**config.mk**
```make
export PLATFORM = sky130hd
export DESIGN_NAME = score_board_ctrl_flat
export DESIGN_NICKNAME = d
export VERILOG_FILES = /design/src/rtl/score_board_ctrl_pkg.sv /design/src/rtl/score_board_ctrl_if.sv /design/src/rtl/score_board_ctrl_sb_lookup.sv /design/src/rtl/score_board_ctrl.sv /design/src/flat_wrapper.sv
export SDC_FILE = /design/constraint.sdc
export NUM_CORES = 1
export LEC_CHECK = 0
export BUFFER_PORTS_ARGS = -buffer_cell sky130_fd_sc_hd__buf_2
export CELL_PAD_IN_SITES_DETAIL_PLACEMENT = 2
export CELL_PAD_IN_SITES_GLOBAL_PLACEMENT = 2
export CORE_MARGIN = 2
export CORE_UTILIZATION = 37
export DETAILED_ROUTE_END_ITERATION = 8
export HOLD_SLACK_MARGIN = 0.03
export MAX_ROUTING_LAYER = met4
export PLACE_DENSITY_LB_ADDON = 0.1
export SYNTH_ARGS = -nofsm -noshare
export SYNTH_HDL_FRONTEND = slang
export SYNTH_SLANG_ARGS = --single-unit
```
**constraint.sdc**
```tcl
create_clock -name clk -period 3.2 [get_ports clk]
set_input_delay 0.8 -clock clk [delete_from_list [all_inputs] [get_ports clk]]
set_output_delay 0.8 -clock clk [all_outputs]
set_load 0.01 [all_outputs]
```
**src/rtl/score_board_ctrl_pkg.sv**
```systemverilog
// score_board_ctrl_pkg: bypass source codes, entry states and helpers shared by the scoreboard and bypass.
package score_board_ctrl_pkg;
  typedef enum logic [1:0] {SB_REGFILE, SB_EX, SB_MEM, SB_CMT} sb_src_t;
  typedef enum logic [1:0] {ST_IDLE, ST_EX, ST_MEM, ST_CMT} entry_state_t;
  typedef struct packed {
    sb_src_t src;
    logic    slot;
  } score_board_data_t;
  function automatic entry_state_t advance(entry_state_t s, logic kill);
    return (s == ST_EX) ? (kill ? ST_IDLE : ST_MEM) : (s == ST_MEM) ? ST_CMT : ST_IDLE;
  endfunction
  function automatic sb_src_t to_src(entry_state_t s);
    return (s == ST_EX) ? SB_EX : (s == ST_MEM) ? SB_MEM : (s == ST_CMT) ? SB_CMT : SB_REGFILE;
  endfunction
endpackage

```
**src/rtl/score_board_ctrl_if.sv**
```systemverilog
// score_board_ctrl_if: issue and operand-lookup signals between the issue stage and the scoreboard.
interface score_board_ctrl_if
  import score_board_ctrl_pkg::*;
#(parameter int AW = 5);
  logic                    stall;
  logic                    flash;
  logic [1:0]              issue_valid;
  logic [1:0]              issue_wen;
  logic [1:0]              issue_is_load;
  logic [1:0][AW-1:0]      issue_dst;
  logic [3:0]              src_valid;
  logic [3:0][AW-1:0]      src_addr;
  score_board_data_t [3:0] score_board_data;
  logic [3:0]              src_hazard;
  logic                    stall_from_issue;
  modport master (
    output stall, flash, issue_valid, issue_wen, issue_is_load, issue_dst, src_valid, src_addr,
    input  score_board_data, src_hazard, stall_from_issue
  );
  modport slave (
    input  stall, flash, issue_valid, issue_wen, issue_is_load, issue_dst, src_valid, src_addr,
    output score_board_data, src_hazard, stall_from_issue
  );
endinterface

```
**src/rtl/score_board_ctrl_sb_lookup.sv**
```systemverilog
// sb_lookup: maps one operand's scoreboard entry to a bypass source and flags load-use or intra-pair hazards.
module sb_lookup
  import score_board_ctrl_pkg::*;
#(parameter int AW = 5) (
  input  logic              i_valid,
  input  logic [AW-1:0]     i_addr,
  input  entry_state_t      i_state,
  input  logic              i_slot,
  input  logic              i_load,
  input  logic              i_pair_hit,
  output score_board_data_t o_data,
  output logic              o_hazard
);
  logic w_live;
  assign w_live = i_valid && (i_addr != '0);
  assign o_data.src  = w_live ? to_src(i_state) : SB_REGFILE;
  assign o_data.slot = w_live && i_slot;
  assign o_hazard    = w_live && (((i_state == ST_EX) && i_load) || i_pair_hit);
endmodule

```
**src/rtl/score_board_ctrl.sv**
```systemverilog
// score_board_ctrl: per-register pipeline-stage tracker for a dual-issue core, feeding bypass selection
// and issue-stage hazard detection.
module score_board_ctrl
  import score_board_ctrl_pkg::*;
#(parameter int NREG = 32) (
  input logic               clk,
  input logic               rst_n,
  score_board_ctrl_if.slave sb
);
  localparam int AW = $clog2(NREG);
  entry_state_t r_state [NREG];
  logic         r_slot  [NREG];
  logic         r_load  [NREG];
  logic [1:0]   w_wr;
  for (genvar i = 0; i < 2; i++) begin : g_wr
    assign w_wr[i] = sb.issue_valid[i] && sb.issue_wen[i] && (sb.issue_dst[i] != '0);
  end
  // Slot 1 is applied last so it owns the entry when both slots write the same register.
  always_ff @(posedge clk or negedge rst_n)
    if (!rst_n) begin
      for (int e = 0; e < NREG; e++) begin
        r_state[e] <= ST_IDLE;
        r_slot[e]  <= 1'b0;
        r_load[e]  <= 1'b0;
      end
    end else if (!sb.stall) begin
      for (int e = 1; e < NREG; e++) begin
        r_state[e] <= advance(r_state[e], sb.flash);
        for (int i = 0; i < 2; i++)
          if (!sb.flash && w_wr[i] && (sb.issue_dst[i] == AW'(e))) begin
            r_state[e] <= ST_EX;
            r_slot[e]  <= 1'(i);
            r_load[e]  <= sb.issue_is_load[i];
          end
      end
    end
  for (genvar k = 0; k < 4; k++) begin : g_op
    logic w_pair;
    assign w_pair = (k >= 2) && rst_n && w_wr[0] && (sb.src_addr[k] == sb.issue_dst[0]);
    sb_lookup #(.AW(AW)) u_lookup (
      .i_valid    (sb.src_valid[k]),
      .i_addr     (sb.src_addr[k]),
      .i_state    (r_state[sb.src_addr[k]]),
      .i_slot     (r_slot[sb.src_addr[k]]),
      .i_load     (r_load[sb.src_addr[k]]),
      .i_pair_hit (w_pair),
      .o_data     (sb.score_board_data[k]),
      .o_hazard   (sb.src_hazard[k])
    );
  end
  assign sb.stall_from_issue = |sb.src_hazard;
endmodule
```
**src/flat_wrapper.sv**
```systemverilog
// flat-port wrapper written by rule: the top's interface ports become plain ports
module score_board_ctrl_flat import score_board_ctrl_pkg::*;
#(parameter int NREG = 32)
  (clk, rst_n, sb_stall, sb_flash, sb_issue_valid, sb_issue_wen, sb_issue_is_load, sb_issue_dst, sb_src_valid, sb_src_addr, sb_score_board_data, sb_src_hazard, sb_stall_from_issue);
  score_board_ctrl_if sb_i ();
  input logic clk;
  input logic rst_n;
  input wire logic [$bits(sb_i.stall)-1:0] sb_stall;
  input wire logic [$bits(sb_i.flash)-1:0] sb_flash;
  input wire logic [$bits(sb_i.issue_valid)-1:0] sb_issue_valid;
  input wire logic [$bits(sb_i.issue_wen)-1:0] sb_issue_wen;
  input wire logic [$bits(sb_i.issue_is_load)-1:0] sb_issue_is_load;
  input wire logic [$bits(sb_i.issue_dst)-1:0] sb_issue_dst;
  input wire logic [$bits(sb_i.src_valid)-1:0] sb_src_valid;
  input wire logic [$bits(sb_i.src_addr)-1:0] sb_src_addr;
  output wire logic [$bits(sb_i.score_board_data)-1:0] sb_score_board_data;
  output wire logic [$bits(sb_i.src_hazard)-1:0] sb_src_hazard;
  output wire logic [$bits(sb_i.stall_from_issue)-1:0] sb_stall_from_issue;
  assign sb_i.stall = sb_stall;
  assign sb_i.flash = sb_flash;
  assign sb_i.issue_valid = sb_issue_valid;
  assign sb_i.issue_wen = sb_issue_wen;
  assign sb_i.issue_is_load = sb_issue_is_load;
  assign sb_i.issue_dst = sb_issue_dst;
  assign sb_i.src_valid = sb_src_valid;
  assign sb_i.src_addr = sb_src_addr;
  assign sb_score_board_data = sb_i.score_board_data;
  assign sb_src_hazard = sb_i.src_hazard;
  assign sb_stall_from_issue = sb_i.stall_from_issue;
  score_board_ctrl #(.NREG(NREG)) u_core (.clk(clk), .rst_n(rst_n), .sb(sb_i));
endmodule
```
==> flow_summary.ini, run 1 <==
[synthesis]
synth.net_count = 1157
yosysWarningCount = 4
async_flop_share_pct = 100
synth_top_area_share_pct = 29.0
syn_inst = 1113
synth_seq_area_share_pct = 29.0
synth_edf_count = 0
yosys.area.top_type = dfrtp_1
synthDistinctLibCells = 59
synth_seq_cells = 124
synthFlopType = dfrtp_1
synth_commonest_cells = o21ai_0 (145), dfrtp_1 (124), mux4_2 (97)
synth_area_um2 = 10700
synth_area_leaders = dfrtp_1 (29%), mux4_2 (20%), o21ai_0 (6.8%)
synth.most_common_cell = o21ai_0
syn_avg_cell_area_um2 = 9.63

[pwr]
total_power_mw = 7.55
seqPwrFrac_pct = 33.9
irDropWorstVdd_mv = 0.289
p_int_mw = 4.58
power.density_nw_per_um2 = 519
pwr-share-clk_pct = 28.3
switchingPower_mw = 2.97
combPwrFrac_pct = 37.8
leakage_nw = 6.12
swShare_pct = 39.4

[outcome]
status = finished, violations left
violations = negative setup slack

[die]
core_um2 = 28600
fp.dieW_um = 174
io-pin-count = 61
start_util_pct = 37.4
rows = 62
dieArea_um2 = 30300
die_h_um = 174

[route]
dr_total_vias = 11800
drc_errors = 0
drtAntennaViolNets = 0
drt_iter0_markers = 1421
first_pass_iters = 7
wire_per_inst_um = 34.9
totalWireLength_um = 60600
vias_per_cell = 6.81

[cts]
cts_made_buffers = 17
clkLatencyLatePin_ns = 0.47
cts.sinks = 124
h-tree-depth = 4
root_buffer = clkbuf_16
path_clk_slew_ns = 0.06
cts_tree = yes
cts_buffer_depth = 2
holdBufCountCts = 0

[sta]
rsz0062_at_grt = yes
fin_ws_ns = -0.578
worstMarginPinSlew_ns = 0.953
worst_slew_margin_rel_pct = 35.8
fin_crit_ns = 3.78
hold_violations = 0
max_freq_mhz = 265
finalCritPeriodShare_pct = 118
skew_ns = 0.00783
finalMaxSlewViolations = 0
setup_viol = 17

[global_routing]
grt-ovfl-total = 0
grt_pass1_vias = 12300
grtUsageTotal_pct = 39.5
antenna_found_initial = 4
grt_pass1_wl_um = 84500
grt_max_degree = 83

[min_path]
min_path_type = in2async

[final_layout]
drive_gt1_share_pct = 39.5
area_growth_pct = 35.8
layout.nets = 1384
finalInstanceArea_um2 = 14600
fillers = 2875

[worst_setup_path]
path_class = in2out
crit_fanout = 8
crit_end = sb_stall_from_issue
cp-startpoint = sb_src_addr[0]
endpoint_kind = output port
r2r_cells = 4
cp.required_ns = 2.40
arrival_ns = 2.98
start_kind = input port
r2r_end = u_core.r_state[56]
r2r-start = u_core.r_state[56]
r2r_setup_slack_ns = 1.88

[placement]
place_ws_ns = -0.747
gp_congestion = 0.942
io_buffer_count = 60
postPlaceCellArea_um2 = 12800
dp_hpwl_um = 40200

[flow_run]
maxCapViolCount = 0
-- worst max-delay path, stage by stage --
cell and delay, ns:
buf_12 0.11, buf_12 0.15, buf_4 0.18, mux4_2 0.53
mux2i_1 0.17, nand2_1 0.09, a31o_1 0.27, nor4_4 0.23
a21oi_2 0.07, nand4b_1 0.19, buf_2 0.17
-- logic make-up (layout without fill, tap and decap cells) --
family | count (synthesis) | after routing | synth area share [%]
simple gates | 325 | 325 | 14.7
mux | 193 | 193 | 31.1
compound gates | 336 | 336 | 18.9
other cells | 0 | 1 | 0
buf+inv | 125 | 364 | 5.47
xor+xnor | 10 | 10 | 0.817
flops | 124 | 124 | 29.0
-- worst min path at each step --
stage / start / end / slack, ns / depth (start not counted)
floorplan: rst_n / u_core.r_load[0] / 0.50 / 0
global placement: u_core.r_slot[14] / u_core.r_slot[14] / 0.57 / 2
detailed placement: u_core.r_slot[24] / u_core.r_slot[24] / 0.58 / 1
CTS: rst_n / u_core.r_state[43] / 0.37 / 2
global route: rst_n / u_core.r_state[45] / 0.40 / 2
finish: rst_n / u_core.r_state[50] / 0.38 / 2
-- placed cells by master (no fill, tap or decap), types with 25 or more instances in the layout --
master / netlist / final
nor2_1: 94 / 80
buf_6: 6 / 33
nand2_1: 76 / 74
nand2b_1: 27 / 25
buf_2: 18 / 41
mux4_2: 97 / 103
a21oi_1: 52 / 45
o21ai_0: 145 / 139
inv_1: 35 / 33
nor2b_1: 32 / 27
nand3_1: 40 / 39
mux2i_1: 64 / 59
buf_4: 10 / 186
dfrtp_1: 124 / 121
-- state kept, by name, indices dropped and copies added, names as in the netlist --
name,flops
u_core.r_slot,31
u_core.r_load,31
u_core.r_state,62
-- metrics by stage --
| step | hold WS [ns] | util (%) | setup TNS, ns | std cells |
|---|---|---|---|---|
| after detailed placement | 0.583 | 44.7 | -7.04 | 1674 |
| after CTS | 0.373 | 49.5 | -2.76 | 1723 |
| after floorplan | 0.500 | - | -0.0570 | 1113 |
| after global placement | 0.568 | 44.7 | -6.31 | 1674 |
| final | 0.382 | 50.8 | -4.87 | 1737 |
| after global routing | 0.401 | 50.8 | -5.22 | 1737 |
-- what timing repair did --
action | in CTS | in global routing
buffers inserted | 19 | 15
resized for setup | 129 | 68
setup endpoints to repair | 17 | 17
pin swaps | 32 | 24
gates cloned | 3 | 1
-- layout make-up --
cell class                      count  area [um2]  share of cell area [%]
Clock inverter                     11         168                    1.15
Timing Repair Buffer              297        2700                    18.5
Clock buffer                       20         457                    3.14
Inverter                           36         143                   0.980
Tap cell                          384         480                    3.30
Sequential cell                   124        3110                    21.3
Antenna cell                        1        2.50                  0.0172
Multi-Input combinational cell    864        7500                    51.5
-- power groups by stage --
| stage | Clock [mW] | Combinational (mW) | Sequential, mW |
|---|---|---|---|
| floorplan | 0 | 1.35 | 2.21 |
| global placement | 0 | 2.22 | 2.45 |
| detailed placement | 0 | 2.31 | 2.48 |
| CTS | 2.15 | 2.53 | 2.46 |
| global route | 2.21 | 2.98 | 2.55 |
| finish | 2.14 | 2.85 | 2.56 |
-- routing by layer --
metal	GRT usage, %	vias up	wire [um]
met5	-	-	0
met4	17.1	0	3400
met3	6.61	229	5490
met2	60.6	779	27700
met1	51.9	6119	24000
li1	-	4697	-
Power figures use the tool's default switching activity.
==> run 2, diff against run 1 <==
==> constraint.sdc (replaced) <==
create_clock -name clk -period 3.2 [get_ports clk]
set_input_delay 0.16 -clock clk [delete_from_list [all_inputs] [get_ports clk]]
set_output_delay 0.16 -clock clk [all_outputs]
set_load 0.01 [all_outputs]
==> run 2 against run 1 <==
Compared with the run above:
- the run now ends clean
- combinational power shrank 30%
- register-to-register slack improved by 0.14 ns
- critical path depth shrank 3
- global-route usage shrank 5.3 points
- final area shrank 17%
- via count fell by 12%
- cell count shrank 11%
==> flow_summary.ini, run 2 (synthesis gave the netlist of run 1 again) <==
[cts]
cts_tree = yes
cts.sinks = 124
path_clk_slew_ns = 0.06
cts_made_buffers = 17
h-tree-depth = 4
clkLatencyLatePin_ns = 0.47
cts_buffer_depth = 2
root_buffer = clkbuf_16
cts_setup_buffers = 0

[sta]
finalCritPeriodShare_pct = 98.2
worst_slew_margin_rel_pct = 31.6
holdWs_ns = 0.111
setup_viol = 0
final.setup.tns_ns = 0
fin_crit_ns = 3.14
skew_ns = 0.00828
max_freq_mhz = 318
finalMaxSlewViolations = 0
worstMarginPinSlew_ns = 1.02
hold_violations = 0
rsz0062_at_grt = no

[final_layout]
final_common_cell = o21ai_0
layout.nets = 1200
largest_register = u_core.r_state
final_cell_mix = o21ai_0 (145), dfrtp_1 (121), mux4_2 (97)
reg_top3 = u_core.r_state x62, u_core.r_load x31, u_core.r_slot x31
antenna_cells = 0
largest_reg_flops = 62
fillers = 3063
drive_gt1_share_pct = 23.4
area_growth_pct = 12.6

[global_routing]
grt_use_met1_pct = 47.0
grt_pass1_wl_um = 73600
grtUsageMet2_pct = 50.1
grt_pass1_vias = 10800
grt-ovfl-total = 0
grtUsageTotal_pct = 34.2
grt_max_degree = 79
gr-usage-met3_pct = 8.49
antenna_found_initial = 3
busiest_layer = met2

[route]
drt_iter0_markers = 1060
drtAntennaViolNets = 0
wire_per_inst_um = 31.7
drc_errors = 0
first_pass_iters = 5
totalWireLength_um = 49300
dr_total_vias = 10400
vias_per_cell = 6.71

[worst_setup_path]
crit_top_cell = a21oi_1
path_class = reg2out
crit_fanout = 7
start_kind = flop
critPathMaxStageDelay_ns = 0.53
r2r_end = u_core.r_state[40]
critical_path_buf_inv_count = 1
cp.required_ns = 3.04
slowest_stage = dfrtp_1
r2r_cells = 3
cp_top_family = simple AND/OR/NAND/NOR gates
path_cells = mux2i_1 > mux4_2 > or3_1 > nand4_1 > a21oi_1 > a21oi_1 > nand4b_1 > buf_2
r2r-start = u_core.r_state[40]
arrival_ns = 2.98
endpoint_kind = output port
r2r_setup_slack_ns = 2.02

[die]
dieArea_um2 = 30300
fp.dieW_um = 174
die_h_um = 174
rows = 62
core_um2 = 28600
io-pin-count = 61
start_util_pct = 37.4

[min_path]
hold_start = sb_issue_dst[5]
hold_path_depth = 3
hold_path_end = u_core.r_slot[8]
min_path_type = in2reg

[placement]
gp_congestion = 0.930
dp_hpwl_um = 36700
io_buffer_count = 60

[pwr]
power.density_nw_per_um2 = 549
leakage_nw = 4.95
irDropWorstVdd_mv = 0.380

[flow_run]
maxCapViolCount = 0

[outcome]
status = complete, no violations
## run 2: cell count changes in the layout (fill, tap and decap cells not counted), sizes merged, moves of 2 or more
cell      before  now
buf          293  112
inv           34   42
clkbuf        23   17
bufinv         4    2
clkinvlp       4    2
## run 2: worst max-delay path by stage
stage                       startpoint                   to  slack (ns)  cells after the start
CTS                 u_core.r_state[35]  sb_stall_from_issue        0.08                      8
global placement        sb_src_addr[6]  sb_stall_from_issue        0.39                     11
floorplan               sb_src_addr[5]  sb_stall_from_issue        1.10                      8
finish              u_core.r_state[61]  sb_stall_from_issue        0.06                      8
global route        u_core.r_state[61]  sb_stall_from_issue       0.004                      8
detailed placement      sb_src_addr[0]  sb_stall_from_issue        0.33                     10
## run 2: tightest hold or removal path, stage by stage
cell and delay, ns:
buf_2 0.14, nand2_1 0.13, o41ai_1 0.09
## run 2: where the power goes
part | total [mW] | switching (mW) | internal, mW
Combinational | 2.00 | 1.02 | 0.976
Clock | 2.02 | 0.867 | 1.16
Sequential | 2.61 | 0.736 | 1.87
## run 2: final cells by class
cell class | instances | area, um2 | share of cell area, %
clock buffers | 17 | 425 | 3.53
clock inverters | 15 | 160 | 1.33
inverters | 36 | 135 | 1.12
multi-input cells | 864 | 7030 | 58.3
flip-flops and latches | 124 | 3110 | 25.8
well taps | 384 | 480 | 3.98
repair buffers | 113 | 722 | 5.98
## run 2: metrics by stage
step / power [mW] / instances / worst slack [ns] / utilization, % / area, um2
after detailed placement: 4.53 / 1520 / 0.327 / 40.0 / 11500
after floorplan: 3.55 / 1113 / 1.10 / - / 10700
after global routing: 6.91 / 1553 / 0.00416 / 42.1 / 12100
after CTS: 6.59 / 1553 / 0.0767 / 42.1 / 12100
final: 6.63 / 1553 / 0.0562 / 42.1 / 12100
after global placement: 4.46 / 1520 / 0.389 / 40.0 / 11500
## run 2: what timing repair did
item                                    in CTS  in global routing
hold buffers                                 1                  0
endpoints found under the setup margin       0                  1
resized for setup                            0                  4
endpoints found under the hold margin       27                  0
## run 2: per-layer routing
layer / share of wire (%) / up-vias / wire [um]
li1: - / 4335 / -
met1: 44 / 5511 / 21600
met2: 45 / 492 / 22100
met3: 8.5 / 83 / 4200
met4: 2.8 / 0 / 1360
met5: 0 / - / 0
==> run 3, diff against run 2 <==
- HOLD_SLACK_MARGIN: 0.03 -> 0.15
==> run 3 against run 2 <==
Compared with the run above:
- worst setup slack worse by 0.013 ns
- core utilization rose by 0.14 points
- count of clock-buffer cells in the layout did not move
- flip-flop and latch count unchanged
- non-clock buffer count up 4
- clock skew grew 0.0010 ns
- clock power barely moved
- sequential share of layout area fell by 0.085 points
- global-route usage grew 0.058 points
- power about the same
- maximum frequency fell by 0.42%
- cell count increased by 0.26%
- critical path type unchanged
- critical endpoint unchanged
==> flow_summary.ini, run 3 (synthesis gave the netlist of run 1 again) <==
[route]
drtAntennaViolNets = 0
vias_per_cell = 6.67
first_pass_iters = 5
wire_per_inst_um = 31.7
dr_total_vias = 10400
drt_iter0_markers = 973
totalWireLength_um = 49300
drc_errors = 0

[worst_setup_path]
path_class = reg2out
r2r-start = u_core.r_slot[8]
cp_top_family = simple AND/OR/NAND/NOR gates
critical_path_buf_inv_count = 2
crit_fanout = 7
arrival_ns = 3.00
slowest_stage = mux4_2
critPathMaxStageDelay_ns = 0.51
path_cells = mux4_2 > mux2_2 > and3_1 > nor4_2 > buf_4 > nand4_1 > nand4b_1 > buf_2
start_kind = flop
crit_cells = 8
cp.required_ns = 3.04
endpoint_kind = output port
r2r_cells = 3
cp-startpoint = u_core.r_state[35]

[sta]
hold_violations = 0
skew_ns = 0.00931
final.setup.tns_ns = 0
finalMaxSlewViolations = 0
finalCritPeriodShare_pct = 98.7
rsz0062_at_grt = no
fin_ws_ns = 0.0430
fin_crit_ns = 3.16
setup_viol = 0
worstMarginPinSlew_ns = 1.03
worst_slew_margin_rel_pct = 31.0
max_freq_mhz = 317

[pwr]
swShare_pct = 39.6
leakage_nw = 4.97
total_power_mw = 6.63
pwr-share-clk_pct = 30.5
power.density_nw_per_um2 = 548
p_int_mw = 4.01
seqPwrFrac_pct = 39.3
combPwrFrac_pct = 30.2
irDropWorstVdd_mv = 0.377
switchingPower_mw = 2.62

[cts]
cts_made_buffers = 17
cts_buffer_depth = 2
root_buffer = clkbuf_16
clkLatencyLatePin_ns = 0.47
cts_tree = yes
cts.sinks = 124
cts_setup_buffers = 0
h-tree-depth = 4
path_clk_slew_ns = 0.06

[final_layout]
fillers = 3062
largest_reg_flops = 62
layout.nets = 1204
drive_gt1_share_pct = 23.4
reg_top3 = u_core.r_state x62, u_core.r_load x31, u_core.r_slot x31
largest_register = u_core.r_state
final_common_cell = o21ai_0
regArea_um2 = 3110
final_cell_mix = o21ai_0 (145), dfrtp_1 (121), mux4_2 (97)
area_growth_pct = 13.0
multi_input_comb_area_um2 = 7030
antenna_cells = 0

[die]
start_util_pct = 37.4
die_h_um = 174
io-pin-count = 61
core_um2 = 28600
fp.dieW_um = 174
rows = 62
dieArea_um2 = 30300

[min_path]
min_path_type = in2async

[placement]
io_buffer_count = 60
gp_congestion = 0.930
dp_hpwl_um = 36700
place_ws_ns = 0.327

[global_routing]
antenna_found_initial = 3
grt-ovfl-total = 0
grtUsageTotal_pct = 34.3
grt_max_degree = 79
grt_pass1_vias = 10800
grt_pass1_wl_um = 73800

[outcome]
status = complete, no violations

[flow_run]
maxCapViolCount = 0
[run 3: changes by cell type in the layout (fill, tap and decap cells not counted)]
cell,delta
dlygate4sd3_1,+4
[run 3: power groups by stage]
stage | registers [mW] | logic [mW] | clock network (mW)
2_1_floorplan | 2.21 | 1.34 | 0
3_3_place_gp | 2.57 | 1.89 | 0
3_5_place_dp | 2.58 | 1.96 | 0
4_1_cts | 2.56 | 1.98 | 2.05
5_1_grt | 2.63 | 2.17 | 2.11
6_report | 2.61 | 2.00 | 2.02
[run 3: stage by stage]
step           instance area (um2)  cells  utilization, %  hold WS [ns]
2_1_floorplan                10700   1113               -        -0.136
3_3_place_gp                 11500   1520            40.0        0.0709
3_5_place_dp                 11500   1520            40.0        0.0656
4_1_cts                      12100   1557            42.3         0.166
5_1_grt                      12100   1557            42.3         0.187
6_report                     12100   1557            42.3         0.173
[run 3: repair_timing]
action / 4_1_cts / 5_1_grt
endpoints found under the hold margin: 30 / 0
setup endpoints to repair: 0 / 1
hold buffers: 5 / 0
resized for setup: 0 / 4
[run 3: final timing paths]
path | to | slack [ns]
setup / recovery | sb_stall_from_issue | 0.04
hold / removal | u_core.r_state[53] | 0.17
setup reg to reg | u_core.r_slot[8] | 1.81
hold reg to reg | u_core.r_state[35] | 0.56
max in group asynchronous | u_core.r_slot[9] | 1.96
min in group clk | u_core.r_slot[18] | 0.18
[run 3: metal layers]
layer	part of all wire, %	up-vias	track usage (%)
li1	-	4344	-
met1	43	5471	46.9
met2	45	498	50.3
met3	9.1	73	8.62
met4	2.6	0	10.3
met5	0	-	-
[run 3: layout make-up]
class / instances / share of cell area (%)
repair buffers: 117 / 6.30
well taps: 384 / 3.97
clock buffers: 17 / 3.51
clock inverters: 15 / 1.32
inverters: 36 / 1.12
multi-input cells: 864 / 58.1
flip-flops and latches: 124 / 25.7
